`src/rtl/sll_iterative.sv`:
```
// Multi-cycle logical left shifter: one barrel stage per clock (16, 8, 4, 2, 1),
// with a start/ready handshake so the ALU wrapper can stall while a shift runs.
module sll_iterative #(
  parameter int unsigned WIDTH   = 32,
  parameter int unsigned SHAMT_W = 5
) (
  input  logic               clock,
  input  logic               reset,
  input  logic               ctrl_shift,
  input  logic [WIDTH-1:0]   data_operandA,
  input  logic [SHAMT_W-1:0] ctrl_shiftamt,
  output logic [WIDTH-1:0]   data_result,
  output logic               data_resultRDY,
  output logic               busy
);

  localparam int unsigned StageW = (SHAMT_W > 1) ? $clog2(SHAMT_W) : 1;
  localparam logic [StageW-1:0] StageLast = StageW'(SHAMT_W - 1);

  typedef enum logic [1:0] {StIdle, StShift, StDone} state_e;

  state_e             state_q;
  logic [WIDTH-1:0]   work_q, work_d;
  logic [SHAMT_W-1:0] shamt_q;
  logic [StageW-1:0]  stage_q;
  logic [WIDTH-1:0]   result_q;
  logic               rdy_q;
  logic               busy_q;

  // Work value after applying the current stage (holds when its shamt bit is 0).
  always_comb begin
    work_d = work_q;
    if (shamt_q[stage_q]) begin
      work_d = work_q << (WIDTH'(1) << stage_q);
    end
  end

  always_ff @(posedge clock or posedge reset) begin
    if (reset) begin
      state_q  <= StIdle;
      work_q   <= '0;
      shamt_q  <= '0;
      stage_q  <= '0;
      result_q <= '0;
      rdy_q    <= 1'b0;
      busy_q   <= 1'b0;
    end else begin
      rdy_q <= 1'b0;
      case (state_q)
        StIdle, StDone: begin
          if (ctrl_shift) begin
            work_q  <= data_operandA;
            shamt_q <= ctrl_shiftamt;
            stage_q <= StageLast;
            busy_q  <= 1'b1;
            state_q <= StShift;
          end else begin
            state_q <= StIdle;
          end
        end
        StShift: begin
          work_q <= work_d;
          if (stage_q == '0) begin
            result_q <= work_d;
            rdy_q    <= 1'b1;
            busy_q   <= 1'b0;
            state_q  <= StDone;
          end else begin
            stage_q <= stage_q - 1'b1;
          end
        end
        default: begin
          busy_q  <= 1'b0;
          state_q <= StIdle;
        end
      endcase
    end
  end

  assign data_result    = result_q;
  assign data_resultRDY = rdy_q;
  assign busy           = busy_q;

endmodule

```
`config.mk`:
```
export PLATFORM = sky130hd
export DESIGN_NAME = sll_iterative
export DESIGN_NICKNAME = d
export VERILOG_FILES = /design/src/rtl/sll_iterative.sv
export SDC_FILE = /design/constraint.sdc
export NUM_CORES = 1
export LEC_CHECK = 0
export BUFFER_PORTS_ARGS = -buffer_cell sky130_fd_sc_hd__clkbuf_2
export CAP_MARGIN = 40
export CORE_MARGIN = 2
export CORE_UTILIZATION = 45
export CTS_CLUSTER_DIAMETER = 60
export CTS_CLUSTER_SIZE = 24
export DETAILED_ROUTE_END_ITERATION = 8
export HOLD_SLACK_MARGIN = 0.03
export PLACE_DENSITY = 0.73
export SLEW_MARGIN = 20
export SYNTH_ARGS = -nofsm -noshare
export SYNTH_HDL_FRONTEND = slang
export SYNTH_SLANG_ARGS = --single-unit
export TNS_END_PERCENT = 20
```
`constraint.sdc`:
```
create_clock -name clock -period 2.9 [get_ports clock]
set_input_delay 0.29 -clock clock [delete_from_list [all_inputs] [get_ports clock]]
set_output_delay 0.29 -clock clock [all_outputs]
set_load 0.01 [all_outputs]
```
==> results of run 1 <==
==> cell families (layout without fill, tap and decap cells) <==
logic type	after synthesis	count (layout)	share of synthesized area, %
and+or+nand+nor	171	171	15.92
AOI/OAI and AO/OA	302	302	33.93
adders and majority gates	5	5	1.052
muxes	42	42	9.865
buffers and inverters	86	156	7.257
DFF	76	76	31.97
==> cell type report <==
class                   count  area, µm²  share of cell area, %
flip-flops and latches     76       1902                  27.57
clock buffers               9      225.2                  3.264
clock inverters             7      55.05                 0.7980
multi-input cells         520       3642                  52.79
well taps                 176      220.2                  3.192
repair buffers            129      813.3                  11.79
inverters                  11      41.29                 0.5985
==> power by group <==
group | switching (mW) | internal, mW
Sequential | 0.772 | 1.57
Combinational | 3.85 | 2.67
Clock | 0.513 | 0.592
Total | 5.14 | 4.83
==> routing by layer <==
layer | GRT usage [%] | wire length (µm) | part of all wire [%] | up-vias
met2 | 52.01 | 10670 | 47 | 318
met3 | 6.178 | 1654 | 7.3 | 64
met1 | 42.26 | 9528 | 42 | 3102
met4 | 14.36 | 937 | 4.1 | 0
met5 | 0 | 0 | 0 | -
li1 | - | - | - | 2746
==> flip-flops by register name, summed over array words and instances, names as in the netlist <==
signal,count
busy,1
data_result,32
data_resultRDY,1
shamt_q,5
stage_q,3
state_q,2
work_q,32
==> critical path: stages, from the launching register on <==
cell and delay (ps):
dfrtp_1 490, inv_1 150, ha_2 240, nor2_1 380, buf_4 260, a221oi_1 140
o2bb2ai_1 440, o221ai_1 320, o21ai_0 220
==> final timing paths <==
path | end | start | cells after the start | slack (ps)
worst max register to register | work_q[18] | stage_q[0] | 8 | 180
worst min register to register | shamt_q[2] | shamt_q[2] | 2 | 480
worst max-delay path | work_q[18] | stage_q[0] | 8 | 180
max in group asynchronous | work_q[17] | reset | 4 | 1690
min in group asynchronous | data_result[24] | reset | 3 | 440
worst min-delay path | work_q[1] | data_operandA[1] | 3 | 130
==> cell usage in the layout, fill, tap and decap left out, types with 6 or more instances in the layout <==
cell        n
a22o_1      8
o221ai_1    7
inv_1      10
o22ai_1     9
nor2_1     38
a22oi_1    28
o211ai_1   12
clkbuf_16   9
mux2_2     10
a32o_1      7
buf_4      53
dfrtp_1    76
mux2i_1    20
o21ai_1    11
and3_1     12
nor2b_1     8
a221oi_1   13
nand2_1    51
clkbuf_2   73
a21o_1     16
a221o_1    11
nand2b_1   13
o21ai_0    58
a21oi_1    78
and4bb_2    6
mux4_2     11
nor4bb_1   10
==> repair_timing <==
action,CTS,global route
hold buffers,1,0
setup endpoints to repair,0,3
resized for setup,0,4
buffers inserted,0,0
hold endpoints to repair,16,0
==> flow_summary.json, run 1 <==
{
  "num_rows": 42,
  "drt_wl_total_mm": 22.79,
  "n_fill_cell": 1250,
  "period_share_pct": 93.94,
  "drive_above_1_share_pct": 24.87,
  "ys_ff_latch": 76,
  "ir_drop_uv": 973.0,
  "syn_nets": 727,
  "dpl_cell_area_um2": 6589,
  "place_inst": 911,
  "synth_cells": 682,
  "synth_edf_count": 0,
  "critPathRequiredTime_ps": 3160,
  "drt_iter0_markers": 545,
  "overflow": 0,
  "grt_pass1_vias": 5961,
  "crit_type": "flop to flop",
  "skew_ps": 10.03,
  "final_area_um2": 6899,
  "clkLatencyLatePin_ps": 350,
  "die_h_um": 119.0,
  "slew_headroom_pct": 58.96,
  "yosysMostFrequentCell": "a21oi_1",
  "core_um2": 13090,
  "die-area_um2": 14150,
  "fmax_mhz": 367.1,
  "report.final.slew_viol_count": 0,
  "worstHoldPathType": "input pin to flop",
  "yosys_warnings": 0,
  "period_needed_ps": 2724,
  "status": "finished clean",
  "dr_total_vias": 6230,
  "start_util_pct": 45.46,
  "path_clk_slew_ps": 70,
  "yosysSeqAreaShare_pct": 31.97,
  "layout_setup_ws_ps": 175.6,
  "grt_setup_unrepaired": "false",
  "diodes": 0,
  "drc": 0,
  "cts.sinks": 76,
  "cp.arrival_ps": 2990,
  "synth_top_area_share_pct": 31.97,
  "startpoint_type": "flop",
  "cp-end-kind": "flop",
  "grt_pass1_wl_mm": 35.20,
  "finalSetupViolCount": 0,
  "cts_max_level": 3,
  "grt_max_degree": 36,
  "first_pass_iters": 6,
  "crit_fanout": 8,
  "cts_tree": "yes",
  "drtAntennaViolNets": 0,
  "synthFlopType": "dfrtp_1",
  "detail_route.vias_per_cell": 6.713,
  "postLayoutCoreUtil_pct": 52.73,
  "synth_area_leader_cell": "dfrtp_1",
  "place_hpwl_mm": 16.98,
  "io_buffers": 73,
  "worst_hold_slack_ps": 130.0,
  "clock-root-buffer": "clkbuf_16",
  "p_total_mw": 9.971,
  "groute.usage.overall_pct": 32.30,
  "synth_cell_type_count": 71,
  "syn_to_final_growth_pct": 15.99,
  "place_ws_ps": 106.8,
  "p_leak_nw": 3.011,
  "cellPowerDensity_nw_per_um2": 1445,
  "synth_area_leaders": "dfrtp_1 32%, a21oi_1 6.6%, o21ai_0 5.0%",
  "dieWidth_um": 119.0,
  "gp_congestion": 0.9682,
  "hold_violations": 0,
  "clockBufferDepth": 2,
  "ios": 74,
  "stdcell_count": 928,
  "finalSetupTns_ps": 0,
  "cts_buffers": 9,
  "wire_per_inst_um": 24.55,
  "synthTopCellsByCount": "78 x a21oi_1, 76 x dfrtp_1, 59 x o21ai_0",
  "antenna_found_initial": 0,
  "avgSynthCellArea_um2": 8.722,
  "nets": 792,
  "syn-cell-area_um2": 5948,
  "max_cap_viol_count": 0,
  "async_flop_share_pct": 100.0,
  "worst_slew_pin_slew_ps": 613.7
}
Power figures use the tool's default switching activity.
==> run 2: changes to the inputs <==
CORE_ASPECT_RATIO = 1.4   (was not set)
==> flow_summary.json, run 2 (synthesis results as in run 1) <==
{
  "status": "finished clean",
  "ir_drop_uv": 926.0,
  "crit_fanout": 8,
  "drive_above_1_share_pct": 24.06,
  "cts_buffers": 9,
  "finalSetupTns_ps": 0,
  "crit_buf_inv": 3,
  "diodes": 0,
  "place_inst": 880,
  "grt_pass1_wl_mm": 35.66,
  "max_cap_viol_count": 0,
  "mostFrequentLayoutCell": "a21oi_1",
  "first_pass_iters": 8,
  "crit_end": "work_q[20]",
  "slew_headroom_pct": 47.55,
  "critPathRequiredTime_ps": 3120,
  "die-area_um2": 14170,
  "worst_hold_slack_ps": 128.6,
  "p_total_mw": 10.12,
  "crit_type": "flop to flop",
  "r2r_setup_slack_ps": 140,
  "nets": 784,
  "worst_slew_pin_slew_ps": 783.9,
  "worstHoldPathType": "input pin to flop",
  "crit_cells": 9,
  "rr_endpoint": "work_q[20]",
  "crit_start": "stage_q[1]",
  "finalSetupViolCount": 0,
  "cp-end-kind": "flop",
  "cts.sinks": 76,
  "die_h_um": 140.0,
  "dieWidth_um": 101.2,
  "place_hpwl_mm": 16.57,
  "cts_max_level": 3,
  "grt_setup_unrepaired": "false",
  "drt_iter0_markers": 743,
  "drc": 0,
  "io_buffers": 73,
  "skew_ps": 8.428,
  "overflow": 0,
  "ios": 74,
  "final_cell_mix": "78 x a21oi_1, 76 x dfrtp_1, 73 x clkbuf_2, 59 x o21ai_0, 51 x nand2_1",
  "critical_path.most_common_cell": "buf_4",
  "rr_worst_depth": 9,
  "cts_tree": "yes",
  "num_rows": 49,
  "fmax_mhz": 362.0,
  "path_delay_family": "compound AO/OA/AOI/OAI gates",
  "antenna_found_initial": 0,
  "clockBufferDepth": 2,
  "detail_route.vias_per_cell": 7.107,
  "cp.arrival_ps": 2980,
  "grt_max_degree": 50,
  "hold_violations": 0,
  "period_needed_ps": 2762,
  "r2r-start": "stage_q[1]",
  "period_share_pct": 95.26,
  "start_util_pct": 46.20,
  "crit_slowest_cell": "dfrtp_1",
  "gp_congestion": 0.9819,
  "hold_depth": 3,
  "cellPowerDensity_nw_per_um2": 1468,
  "critical_path.cell_chain": "inv_1, ha_2, nor2_1, buf_4, a221oi_1, o32ai_1, buf_4, o221ai_1, o21ai_0",
  "max_stage_delay_ps": 460,
  "p_leak_nw": 3.001,
  "drtAntennaViolNets": 0,
  "stdcell_count": 897,
  "core_um2": 12870,
  "groute.usage.overall_pct": 32.64,
  "dr_total_vias": 6375,
  "startpoint_type": "flop",
  "grt_pass1_vias": 6321,
  "syn_to_final_growth_pct": 15.86,
  "path_clk_slew_ps": 60,
  "clkLatencyLatePin_ps": 350,
  "wire_per_inst_um": 25.66,
  "clock-root-buffer": "clkbuf_16",
  "report.final.slew_viol_count": 0,
  "drt_wl_total_mm": 23.02
}
run 2: changes by cell type in the layout (fill, tap and decap cells not counted), sizes merged:
cell | previous run | this run
buf | 55 | 47
inv | 15 | 12
bufinv | 0 | 1
clkbuf | 82 | 83
clkinv | 2 | 3
run 2: layout make-up:
cell class | instances | area, µm²
clock buffers | 10 | 239.0
fillers | 1219 | 5983
well taps | 153 | 191.4
multi-input cells | 520 | 3643
flip-flops and latches | 76 | 1902
inverters | 11 | 41.29
repair buffers | 121 | 802.0
clock inverters | 6 | 72.57
run 2: per-stage QoR:
step,cell area (µm²),util (%),setup WS (ps)
after CTS,6867,53.33,161.3
after detailed placement,6545,50.84,176.5
after global routing,6892,53.53,3.695
final,6892,53.53,137.6
after floorplan,5948,-,638.9
after global placement,6518,50.62,224.0
run 2: worst reg2reg max path, stage by stage, from the launching register on:
cell	delay [ps]
dfrtp_1	460
inv_1	140
ha_2	290
nor2_1	180
buf_4	250
a221oi_1	450
o32ai_1	230
buf_4	200
o221ai_1	290
o21ai_0	140
run 2: routing by layer:
layer  share of wire [%]  GRT usage (%)  up-vias
met5                   0              0        -
met4                 7.4          21.76        0
met3                 8.5          5.539      126
met2                  47          50.61      456
met1                  37          41.20     3061
li1                    -              -     2732
run 2: timing repair:
item | in CTS | in global routing
endpoints found under the setup margin | 0 | 6
buffers inserted | 0 | 0
hold buffers | 1 | 0
endpoints found under the hold margin | 27 | 0
gates resized for setup | 0 | 4
run 2: worst min path at each step:
stage | to | slack [ps] | from
finish | shamt_q[0] | 130 | ctrl_shiftamt[0]
global route | shamt_q[0] | 150 | ctrl_shiftamt[0]
CTS | shamt_q[0] | 130 | ctrl_shiftamt[0]
detailed placement | busy | 370 | reset
global placement | shamt_q[2] | 460 | shamt_q[2]
floorplan | shamt_q[0] | 400 | ctrl_shiftamt[0]
run 2: report_power, final:
part	switching, mW	total [mW]	internal [mW]
Sequential	0.800	2.37	1.57
Combinational	3.88	6.56	2.68
Clock	0.487	1.18	0.697
Total	5.17	10.1	4.95
==> run 3: changes to the inputs <==
--- a/config.mk
+++ b/config.mk
@@ -6,4 +6,5 @@
 export NUM_CORES = 1
 export LEC_CHECK = 0
+export ABC_CLOCK_PERIOD_IN_PS = 2900
 export BUFFER_PORTS_ARGS = -buffer_cell sky130_fd_sc_hd__clkbuf_2
 export CAP_MARGIN = 40
==> constraint.sdc (replaced) <==
create_clock -name clock -period 2.9 [get_ports clock]
set_input_delay 0.145 -clock clock [delete_from_list [all_inputs] [get_ports clock]]
set_output_delay 0.145 -clock clock [all_outputs]
set_load 0.01 [all_outputs]
==> flow_summary.json, run 3 (synthesis results as in run 1) <==
{
  "diodes": 0,
  "final_area_um2": 6939,
  "grt_pass1_wl_mm": 35.09,
  "detail_route.vias_per_cell": 6.961,
  "die_h_um": 140.0,
  "overflow": 0,
  "gp_congestion": 1.000,
  "critical_path.cell_chain": "inv_1, ha_1, nor2b_1, buf_4, buf_4, o21ai_0, o2bb2ai_1, o221ai_1, a21oi_1",
  "worst_hold_slack_ps": 39.75,
  "nets": 791,
  "status": "finished clean",
  "drtAntennaViolNets": 0,
  "critPathRequiredTime_ps": 3170,
  "worstHoldPathType": "input pin to flop",
  "dpl_cell_area_um2": 6525,
  "clockBufferDepth": 2,
  "finalSetupTns_ps": 0,
  "startpoint_type": "flop",
  "cts.sinks": 76,
  "core_um2": 12870,
  "cp.arrival_ps": 3040,
  "drive_above_1_share_pct": 23.60,
  "postLayoutCoreUtil_pct": 53.90,
  "finalSetupViolCount": 0,
  "p_leak_nw": 3.021,
  "layout_setup_ws_ps": 124.3,
  "syn_to_final_growth_pct": 16.66,
  "first_pass_iters": 7,
  "cts_buffers": 9,
  "start_util_pct": 46.20,
  "die-area_um2": 14170,
  "report.final.slew_viol_count": 0,
  "slew_headroom_pct": 52.25,
  "antenna_found_initial": 0,
  "stdcell_count": 903,
  "clock-root-buffer": "clkbuf_16",
  "place_hpwl_mm": 16.42,
  "io_buffers": 73,
  "mostFrequentLayoutCell": "a21oi_1",
  "dr_total_vias": 6286,
  "crit_type": "flop to flop",
  "drt_iter0_markers": 618,
  "critical_path.most_common_cell": "buf_4",
  "final_cell_mix": "78 x a21oi_1, 76 x dfrtp_1, 73 x clkbuf_2, 59 x o21ai_0, 51 x nand2_1",
  "cts_tree": "yes",
  "worst_slew_pin_slew_ps": 713.6,
  "grt_pass1_vias": 6191,
  "max_cap_viol_count": 0,
  "cp-end-kind": "flop",
  "ir_drop_uv": 747.0,
  "p_total_mw": 10.08,
  "cellPowerDensity_nw_per_um2": 1452,
  "path_clk_slew_ps": 60,
  "r2r_setup_slack_ps": 120,
  "wire_per_inst_um": 24.99,
  "groute.usage.overall_pct": 31.99,
  "dieWidth_um": 101.2,
  "skew_ps": 5.214,
  "place_ws_ps": 181.6,
  "cts_max_level": 3,
  "num_rows": 49,
  "drc": 0,
  "fmax_mhz": 360.3,
  "clkLatencyLatePin_ps": 350,
  "grt_max_degree": 50,
  "period_needed_ps": 2776,
  "ios": 74,
  "crit_fanout": 13,
  "grt_setup_unrepaired": "false",
  "max_stage_delay_ps": 460,
  "drt_wl_total_mm": 22.56,
  "crit_slowest_cell": "dfrtp_1",
  "hold_violations": 0,
  "period_share_pct": 95.71,
  "place_inst": 880
}
[run 3: critical path: cells and delay by family (launching register included)]
family | cells | cell delay [ps]
AO/OA/AOI/OAI | 4 | 910
flip-flops | 1 | 460
buffers and inverters | 3 | 620
AND/OR/NAND/NOR | 1 | 360
adder cells (fa/ha/maj) | 1 | 340
[run 3: routing by layer]
layer	GRT usage (%)	wire length, µm	up-vias	part of all wire, %
met2	51.62	10770	398	48
met1	40.03	8468	3043	38
met4	18.35	1478	0	6.6
met3	5.240	1848	97	8.2
li1	-	-	2748	-
met5	0	0	-	0
[run 3: path summary, 6_finish.rpt]
check,cells after the start,from,end
worst max-delay path,9,stage_q[1],data_result[21]
worst min-delay path,2,data_operandA[2],work_q[2]
worst max register to register,9,stage_q[1],data_result[21]
worst min register to register,2,data_result[10],data_result[10]
max in group asynchronous,4,reset,work_q[17]
min in group asynchronous,3,reset,data_resultRDY
[run 3: what timing repair did]
item,4_1_cts,5_1_grt
hold buffers,8,0
setup endpoints to repair,0,4
hold endpoints to repair,40,0
resized for setup,0,3
buffers inserted,0,0
[run 3: report_power, final]
| group | internal [mW] | switching [mW] | total [mW] |
|---|---|---|---|
| combinational | 2.68 | 3.82 | 6.50 |
| sequential | 1.57 | 0.797 | 2.37 |
| clock | 0.750 | 0.457 | 1.21 |
| total | 5.00 | 5.08 | 10.1 |
[run 3: cell type report]
| class | count | area [µm²] |
|---|---|---|
| Clock buffer | 9 | 225.2 |
| Multi-Input combinational cell | 520 | 3638 |
| Inverter | 11 | 41.29 |
| Sequential cell | 76 | 1902 |
| Fill cell | 1197 | 5936 |
| Timing Repair Buffer | 128 | 852.1 |
| Clock inverter | 6 | 88.84 |
| Tap cell | 153 | 191.4 |
